File: config.mk
export PLATFORM = sky130hd
export DESIGN_NAME = pixel_frame_sequencer
export DESIGN_NICKNAME = d
export VERILOG_FILES = /design/src/rtl/pixel_frame_sequencer.sv
export SDC_FILE = /design/constraint.sdc
export NUM_CORES = 1
export LEC_CHECK = 0
export BUFFER_PORTS_ARGS = -buffer_cell sky130_fd_sc_hd__clkbuf_2
export CAP_MARGIN = 30
export CORE_MARGIN = 2
export CORE_UTILIZATION = 60
export CTS_BUF_LIST = sky130_fd_sc_hd__clkbuf_8
export CTS_CLUSTER_SIZE = 24
export DETAILED_ROUTE_END_ITERATION = 10
export GPL_ROUTABILITY_DRIVEN = 0
export PLACE_DENSITY = 0.93
export RECOVER_POWER = 50
export SLEW_MARGIN = 0
export SYNTH_ARGS = -nofsm -noshare
export SYNTH_HDL_FRONTEND = slang
export SYNTH_SLANG_ARGS = --single-unit
File: constraint.sdc
create_clock -name clk -period 3.4 [get_ports clk]
set_clock_uncertainty 0.15 [all_clocks]
set_input_delay 0.34 -clock clk [delete_from_list [all_inputs] [get_ports clk]]
set_output_delay 0.34 -clock clk [all_outputs]
set_load 0.02 [all_outputs]
File: src/rtl/pixel_frame_sequencer.sv
// Frame sequencer: holds ledindex for COMPUTE_CYCLES, captures {red,green,blue}, offers it, then idles a latch gap.
// Pixel handshake is valid/ready; a stalled serializer stretches the frame but never drops or skips a pixel.
module pixel_frame_sequencer #(
   parameter int NUM_LEDS       = 50,
   parameter int COMPUTE_CYCLES = 64,
   parameter int LATCH_CYCLES   = 2400
) (
   input  logic        clk,
   input  logic        rst_n,
   input  logic        enable,
   output logic [7:0]  ledindex,
   input  logic [7:0]  red,
   input  logic [7:0]  green,
   input  logic [7:0]  blue,
   output logic        px_valid,
   output logic [23:0] px_data,
   input  logic        px_ready,
   output logic        frame_done,
   output logic [15:0] frame_count,
   output logic        busy
);

   typedef enum logic [1:0] {IDLE, COMPUTE, OFFER, LATCH} state_t;

   localparam logic [7:0]  LAST_LED     = 8'(NUM_LEDS - 1);
   localparam logic [15:0] COMPUTE_LAST = 16'(COMPUTE_CYCLES - 1);
   localparam logic [15:0] LATCH_LAST   = 16'(LATCH_CYCLES - 1);

   state_t      state_q, state_d;
   logic [15:0] cnt_q, cnt_d;
   logic [7:0]  ledindex_q, ledindex_d;
   logic        px_valid_q, px_valid_d;
   logic [23:0] px_data_q, px_data_d;
   logic        frame_done_q, frame_done_d;
   logic [15:0] frame_count_q, frame_count_d;
   logic        busy_q, busy_d;

   always_comb begin
      state_d       = state_q;
      cnt_d         = cnt_q;
      ledindex_d    = ledindex_q;
      px_valid_d    = px_valid_q;
      px_data_d     = px_data_q;
      frame_done_d  = 1'b0;
      frame_count_d = frame_count_q;

      unique case (state_q)
         IDLE: begin
            if (enable) begin
               state_d    = COMPUTE;
               cnt_d      = 16'd0;
               ledindex_d = 8'd0;
            end
         end
         COMPUTE: begin
            cnt_d = cnt_q + 16'd1;
            if (cnt_q == COMPUTE_LAST) begin
               px_data_d  = {red, green, blue};
               px_valid_d = 1'b1;
               state_d    = OFFER;
            end
         end
         OFFER: begin
            if (px_valid_q && px_ready) begin
               px_valid_d = 1'b0;
               cnt_d      = 16'd0;
               // Last pixel leaves ledindex alone so a 256-LED string never wraps to 0 early.
               if (ledindex_q == LAST_LED) begin
                  state_d = LATCH;
               end else begin
                  ledindex_d = ledindex_q + 8'd1;
                  state_d    = COMPUTE;
               end
            end
         end
         LATCH: begin
            cnt_d = cnt_q + 16'd1;
            if (cnt_q == LATCH_LAST) begin
               frame_done_d  = 1'b1;
               frame_count_d = frame_count_q + 16'd1;
               cnt_d         = 16'd0;
               ledindex_d    = 8'd0;
               state_d       = enable ? COMPUTE : IDLE;
            end
         end
      endcase

      busy_d = (state_d != IDLE);
   end

   always_ff @(posedge clk) begin
      if (!rst_n) begin
         state_q       <= IDLE;
         cnt_q         <= 16'd0;
         ledindex_q    <= 8'd0;
         px_valid_q    <= 1'b0;
         px_data_q     <= 24'd0;
         frame_done_q  <= 1'b0;
         frame_count_q <= 16'd0;
         busy_q        <= 1'b0;
      end else begin
         state_q       <= state_d;
         cnt_q         <= cnt_d;
         ledindex_q    <= ledindex_d;
         px_valid_q    <= px_valid_d;
         px_data_q     <= px_data_d;
         frame_done_q  <= frame_done_d;
         frame_count_q <= frame_count_d;
         busy_q        <= busy_d;
      end
   end

   assign ledindex    = ledindex_q;
   assign px_valid    = px_valid_q;
   assign px_data     = px_data_q;
   assign frame_done  = frame_done_q;
   assign frame_count = frame_count_q;
   assign busy        = busy_q;

endmodule

==> results of run 1 <==
[routing by layer]
layer,routed length [um],part of all wire [%],vias up
met5,0,0,-
met4,271,3.4,0
met3,603,7.6,35
met2,3829,48,160
met1,3209,41,1483
li1,-,-,1526
[flip-flops by register name, summed over array words and instances, names as in the netlist]
name / count
ledindex: 8
px_valid: 1
state_q: 2
px_data: 24
frame_done: 1
frame_count: 16
busy: 1
cnt_q: 16
[synth_stat cells, types with 4 or more instances]
cell type,instances
sky130_fd_sc_hd__a21o_1,7
sky130_fd_sc_hd__a21oi_1,17
sky130_fd_sc_hd__a21oi_2,20
sky130_fd_sc_hd__a31oi_1,5
sky130_fd_sc_hd__and4_1,4
sky130_fd_sc_hd__buf_2,5
sky130_fd_sc_hd__clkbuf_1,9
sky130_fd_sc_hd__dfxtp_1,69
sky130_fd_sc_hd__ha_1,4
sky130_fd_sc_hd__inv_1,11
sky130_fd_sc_hd__nand2_1,59
sky130_fd_sc_hd__nand2_2,20
sky130_fd_sc_hd__nand3_1,17
sky130_fd_sc_hd__nand4_1,6
sky130_fd_sc_hd__nor2_1,33
sky130_fd_sc_hd__nor3_1,18
sky130_fd_sc_hd__nor4_1,6
sky130_fd_sc_hd__o21ai_0,14
sky130_fd_sc_hd__or3_1,7
sky130_fd_sc_hd__xnor2_1,16
[critical path, cell delays in order, from the launching register on]
cell and delay (ns):
sky130_fd_sc_hd__dfxtp_1 0.37, sky130_fd_sc_hd__ha_1 0.23, sky130_fd_sc_hd__and4_1 0.26, sky130_fd_sc_hd__nand4_1 0.57, sky130_fd_sc_hd__nor2_1 0.59, sky130_fd_sc_hd__or2_2 0.24, sky130_fd_sc_hd__mux2i_1 0.22
[worst max path at each step]
stage	to	slack, ns
floorplan	ledindex[1]	1.35
finish	ledindex[1]	0.70
global placement	ledindex[1]	1.17
CTS	ledindex[1]	0.97
global route	ledindex[1]	0.45
detailed placement	ledindex[1]	1.05
[power by group through the flow]
stage               sequential [mW]  combinational, mW  clock, mW
floorplan                     0.836             0.0539          0
global placement              0.838             0.0838          0
detailed placement            0.838             0.0856          0
CTS                           0.819             0.0865      0.659
global route                  0.820             0.0952      0.690
finish                        0.820             0.0876      0.655
[final cells by class]
type / count / area, um2 / share of cell area [%]
Inverter: 11 / 41.29 / 1.082
Multi-Input combinational cell: 295 / 1752 / 45.90
Clock inverter: 6 / 63.81 / 1.672
Timing Repair Buffer: 83 / 364.1 / 9.541
Sequential cell: 69 / 1381 / 36.20
Tap cell: 72 / 90.09 / 2.361
Clock buffer: 9 / 123.9 / 3.246
[logic make-up (layout without fill, tap and decap cells)]
| logic type | after synthesis | in the layout |
|---|---|---|
| multiplexers | 3 | 3 |
| flip-flops | 69 | 69 |
| adder cells (fa/ha/maj) | 4 | 4 |
| buffers and inverters | 31 | 109 |
| AND/OR/NAND/NOR | 193 | 193 |
| AO/OA/AOI/OAI | 76 | 76 |
| XOR/XNOR | 19 | 19 |
[through the flow]
stage	setup slack [ns]	utilization (%)
final	0.6957	70.60
after CTS	0.9748	72.01
after global routing	0.4521	70.60
after global placement	1.174	68.54
after detailed placement	1.053	68.54
after floorplan	1.348	-
==> Flow_metrics.wiki, run 1 <==
{| class="wikitable"
! Metric !! Value
|-
| Max VDD drop || 0.3715 mV
|-
| Worst-skew pair later-pin latency || 0.35 ns
|-
| HP Class || input port to flip-flop
|-
| Final cell area excluding filler cells || 0.003816 mm2
|-
| Total congestion overflow after global routing || 0
|-
| Largest net degree at the start of global routing || 36
|-
| First-pass GRT wire length || 13.31 mm
|-
| Vias || 3204
|-
| Unique masters post-synth || 51
|-
| Clock tree root buffer cell || sky130_fd_sc_hd__clkbuf_8
|-
| Post-Synthesis Net Count || 427
|-
| Met3 routing resource usage after global routing || 5.517%
|-
| Crit path time final || 2.704 ns
|-
| Starting density of the core || 61.34%
|-
| Biggest area consumer among synthesized cells || sky130_fd_sc_hd__dfxtp_1
|-
| Placeable core region || 0.005405 mm2
|-
| Simple-gate portion of the synthesized area || 29.92%
|-
| Share of final-layout standard cells stronger than drive strength 1 || 19.24%
|-
| Logic depth of the worst register-to-register path || 6
|-
| Cts repair resizes || 0
|-
| Critical path startpoint || cnt_q[0]
|-
| Dominant combinational cell family by area after synthesis || simple AND/OR/NAND/NOR gates
|-
| I/O Pins || 79
|-
| Compound-gate portion of the synthesized area || 15.85%
|-
| Post-route ant nets || 0
|-
| Sw power || 382.9 uW
|-
| Average instance area after synthesis || 8.394 um2
|-
| Mux cell area share after synthesis || 0.9057%
|-
| Wire per inst || 14.52 um
|-
| Die Ht || 78.34 um
|-
| Synth warnings || 0
|-
| Total DRC errors in the routed layout || 0
|-
| Instance count of the mapped netlist || 395
|-
| RSZ-0062 raised after global routing || no
|-
| Number of max-slew violations in the final report || 0
|-
| Clock network fraction of design power || 41.9%
|-
| Global Route Usage Sum || 27.21%
|-
| Crit Path Class || flip-flop to flip-flop
|-
| Clock buffer count from CTS || 9
|-
| Leading cell types in the layout, fill and taps excluded || sky130_fd_sc_hd__dfxtp_1 (69), sky130_fd_sc_hd__nand2_1 (59), sky130_fd_sc_hd__clkbuf_1 (51)
|-
| H-tree levels || 3
|-
| P_leak || 1.305 nW
|-
| Adder and majority gate portion of the synthesized area || 1.509%
|-
| Final hold viol count || 0
|-
| Clk sinks || 69
|-
| Synthesized-area fraction occupied by xor and xnor cells || 5.019%
|-
| Number of cells in the design after placement || 530
|-
| Post-synth top flop || sky130_fd_sc_hd__dfxtp_1
|-
| Number of instances on the worst hold path || 3
|-
| PnR Total Power || 1.562 mW
|-
| Final Setup Violations || 0
|-
| Power Dens Cells || 409.3 mW/mm2
|-
| Clock tree from TritonCTS || done
|-
| Post-route worst hold slack || 0.06104 ns
|-
| Initial antenna violation count || 0
|-
| Worst Path Max Fanout || 19
|-
| Int Pwr || 1.179 mW
|-
| Min-Delay Endpoint || px_data[13]
|-
| Count of buffers added by post-CTS timing repair for setup || 0
|-
| Biggest area contributors in the synthesized netlist || sky130_fd_sc_hd__dfxtp_1 (42%), sky130_fd_sc_hd__nand2_1 (6.7%), sky130_fd_sc_hd__a21oi_2 (5.3%)
|-
| Sum Neg Setup Slack || 0 ns
|-
| Filler Cells Inserted || 450
|-
| Port Buffer Count || 78
|-
| Max-cap viol count || 0
|-
| Register-to-register setup slack || 0.70 ns
|-
| Fraction of power spent switching nets || 24.52%
|-
| Synth top area share || 41.66%
|-
| Worst R2R Start || cnt_q[0]
|-
| Hold_buf cts || 0
|-
| Met2 routing resource usage after global routing || 46.21%
|-
| Final period utilization || 79.54%
|-
| # nets final || 501
|-
| Arrival time reported for the critical path endpoint || 2.82 ns
|-
| Most common library cell in the layout ignoring fill and taps || sky130_fd_sc_hd__dfxtp_1
|-
| Proportion of synthesized chip area in sequential cells || 41.66%
|-
| Endpoint class of the critical path || flip-flop
|-
| Diodes inserted || 0
|-
| Bufs on Longest Clock Path || 2
|-
| Count of flip-flops with a built-in enable after synthesis || 0
|-
| Reg clk slew, reported paths || 0.08 ns
|-
| Met1 track demand over resource in global routing || 31.94%
|-
| Fraction of registers with async set or reset after synthesis || 0%
|-
| Iteration-0 DRC Markers || 264
|-
| Worst-case headroom to the max-slew limit || 45.65%
|-
| CP required || 3.52 ns
|-
| Post-Layout Cell Count || 545
|-
| Avg Vias per Cell || 5.879
|-
| Startpoint Class || flip-flop
|-
| Startpoint of the most critical hold path || green[5]
|-
| Die footprint || 0.006136 mm2
|-
| Count of state elements after synthesis || 69
|-
| Iteration count of the initial detailed-routing pass || 5
|-
| Terminus of the critical flop-to-flop path || ledindex[1]
|-
| Placement Cell Area || 0.003705 mm2
|-
| Via count of the first global-routing pass || 3038
|-
| Row Count || 27
|-
| Fraction of power consumed by sequential logic || 52.5%
|-
| Outcome || complete, no violations
|-
| Layout overhead on the synthesized area || 15.09%
|-
| Power share of the combinational group || 5.6%
|-
| Slew at the pin closest to its max-slew limit || 0.8090 ns
|-
| Most congested layer reported by global routing || met2
|-
| Horizontal die dimension || 78.34 um
|-
| WL final || 7.914 mm
|-
| Max Freq || 369.8 MHz
|-
| HPWL after detailed placement || 5.532 mm
|-
| Netlist area before placement || 0.003316 mm2
|}
Power figures use the tool's default switching activity.
==> run 2: changes to the inputs <==
- CORE_UTILIZATION: 60 -> 55
- PLACE_DENSITY: 0.93 -> 0.87
- clock period: 3.4 -> 2.7 ns (I/O delays scaled with it)
==> Flow_metrics.wiki, run 2 (synthesis gave the netlist of run 1 again) <==
{| class="wikitable"
! Metric !! Value
|-
| Count of buffers added by post-CTS timing repair for setup || 0
|-
| HPWL after detailed placement || 5.349 mm
|-
| Cts repair resizes || 0
|-
| Int Pwr || 1.405 mW
|-
| Port Buffer Count || 78
|-
| Placement Cell Area || 0.003724 mm2
|-
| Arrival time reported for the critical path endpoint || 2.55 ns
|-
| Global Route Usage Sum || 24.11%
|-
| Post-route ant nets || 0
|-
| Endpoint class of the critical path || flip-flop
|-
| Filler Cells Inserted || 497
|-
| Share of final-layout standard cells stronger than drive strength 1 || 18.85%
|-
| Initial antenna violation count || 0
|-
| WL final || 7.936 mm
|-
| Layout overhead on the synthesized area || 18.53%
|-
| P_leak || 1.355 nW
|-
| Crit-path cells || or4_1 > nor4_1 > and4_1 > buf_4 > nand2_1 > a21oi_1
|-
| HP Class || input port to flip-flop
|-
| Clock tree root buffer cell || sky130_fd_sc_hd__clkbuf_8
|-
| Fraction of power spent switching nets || 25.73%
|-
| First-pass GRT wire length || 12.62 mm
|-
| Highest-delay cell along the critical path || sky130_fd_sc_hd__or4_1
|-
| Die Ht || 81.65 um
|-
| # nets final || 515
|-
| Outcome || complete, no violations
|-
| Sum Neg Setup Slack || 0 ns
|-
| Max Freq || 410.6 MHz
|-
| Fraction of power consumed by sequential logic || 54.6%
|-
| Reg clk slew, reported paths || 0.08 ns
|-
| Sw power || 486.6 uW
|-
| Bufs on Longest Clock Path || 2
|-
| Worst-case headroom to the max-slew limit || 58.51%
|-
| Power Dens Cells || 481.2 mW/mm2
|-
| Die footprint || 0.006666 mm2
|-
| Max VDD drop || 0.3548 mV
|-
| Crit path time final || 2.435 ns
|-
| CP required || 2.81 ns
|-
| I/O Pins || 79
|-
| Iteration-0 DRC Markers || 146
|-
| Worst Path Max Fanout || 24
|-
| Post-layout utilization of the core || 66.77%
|-
| Number of max-slew violations in the final report || 0
|-
| Peak per-stage delay on the critical path || 0.55 ns
|-
| Startpoint Class || flip-flop
|-
| Avg Vias per Cell || 5.652
|-
| Total congestion overflow after global routing || 0
|-
| Horizontal die dimension || 81.65 um
|-
| Final Setup Violations || 0
|-
| Flip-flop count of the largest register after layout || 24
|-
| Iteration count of the initial detailed-routing pass || 4
|-
| Row Count || 28
|-
| Final hold viol count || 0
|-
| Starting density of the core || 56.34%
|-
| Slew at the pin closest to its max-slew limit || 0.6214 ns
|-
| Number of buffer and inverter stages on the critical path || 1
|-
| Diodes inserted || 0
|-
| Power share of the combinational group || 6.6%
|-
| Crit Path Class || flip-flop to flip-flop
|-
| Final period utilization || 90.20%
|-
| Via count of the first global-routing pass || 2862
|-
| Clock buffer count from CTS || 9
|-
| Total DRC errors in the routed layout || 0
|-
| Clock tree from TritonCTS || done
|-
| Area taken by multi-input logic gates || 0.001752 mm2
|-
| Final cell area excluding filler cells || 0.003930 mm2
|-
| Placeable core region || 0.005886 mm2
|-
| Worst-skew pair later-pin latency || 0.34 ns
|-
| Largest net degree at the start of global routing || 31
|-
| Hold_buf cts || 12
|-
| Most common library cell in the layout ignoring fill and taps || sky130_fd_sc_hd__dfxtp_1
|-
| Cell family with the largest share of critical-path delay || simple AND/OR/NAND/NOR gates
|-
| Clk sinks || 69
|-
| RSZ-0062 raised after global routing || no
|-
| H-tree levels || 3
|-
| Max-cap viol count || 0
|-
| Sequential cell area in the final layout || 0.001381 mm2
|-
| Wire per inst || 14.10 um
|-
| Vias || 3182
|-
| Leading cell types in the layout, fill and taps excluded || sky130_fd_sc_hd__dfxtp_1 (69), sky130_fd_sc_hd__nand2_1 (59), sky130_fd_sc_hd__clkbuf_1 (52)
|-
| Clock network fraction of design power || 38.7%
|}
## run 2: cell types whose count changed in the layout (fill, tap and decap cells not counted), sizes merged
cell         change
dlygate4sd3     +12
buf              +1
bufinv           -1
clkbuf           +1
clkinv           +1
inv              +1
## run 2: tightest hold or removal path: stages
cell and delay (ns):
sky130_fd_sc_hd__clkbuf_2 0.09, sky130_fd_sc_hd__nand2_2 0.06, sky130_fd_sc_hd__a21oi_2 0.05
## run 2: final timing paths
check | startpoint | endpoint | slack [ns] | depth (start not counted)
setup / recovery | cnt_q[7] | px_data[2] | 0.26 | 6
hold / removal | red[3] | px_data[19] | 0.004 | 3
setup reg to reg | cnt_q[7] | px_data[2] | 0.26 | 6
hold reg to reg | px_data[3] | px_data[3] | 0.31 | 2
## run 2: routing by layer
metal,vias up,track usage (%),wire length (um)
li1,1553,-,-
met1,1502,29.85,3510
met2,119,40.41,3829
met3,8,5.385,524
met4,0,10.33,71
met5,-,0,0
## run 2: area by class of cell
class	instances	area share [%]
clock buffers	9	3.152
clock inverters	7	1.082
inverters	11	1.051
multi-input cells	295	44.57
flip-flops and latches	69	35.15
well taps	75	2.388
repair buffers	97	12.61
## run 2: through the flow
step | hold slack (ns) | power, mW | setup slack, ns | cells
finish | 0.003657 | 1.891 | 0.2647 | 563
detailed placement | 0.3032 | 1.168 | 0.4187 | 535
global placement | 0.2899 | 1.166 | 0.5573 | 535
global route | 0.0001416 | 1.958 | 0.2013 | 563
floorplan | 0.2537 | 1.121 | 0.6479 | 395
CTS | 0.0007975 | 1.899 | 0.4084 | 563
## run 2: power groups by stage
stage	registers [mW]	clock network, mW	logic (mW)
after floorplan	1.05	0	0.0678
after global placement	1.06	0	0.110
after detailed placement	1.06	0	0.112
after CTS	1.03	0.741	0.126
after global routing	1.03	0.787	0.137
final	1.03	0.733	0.126
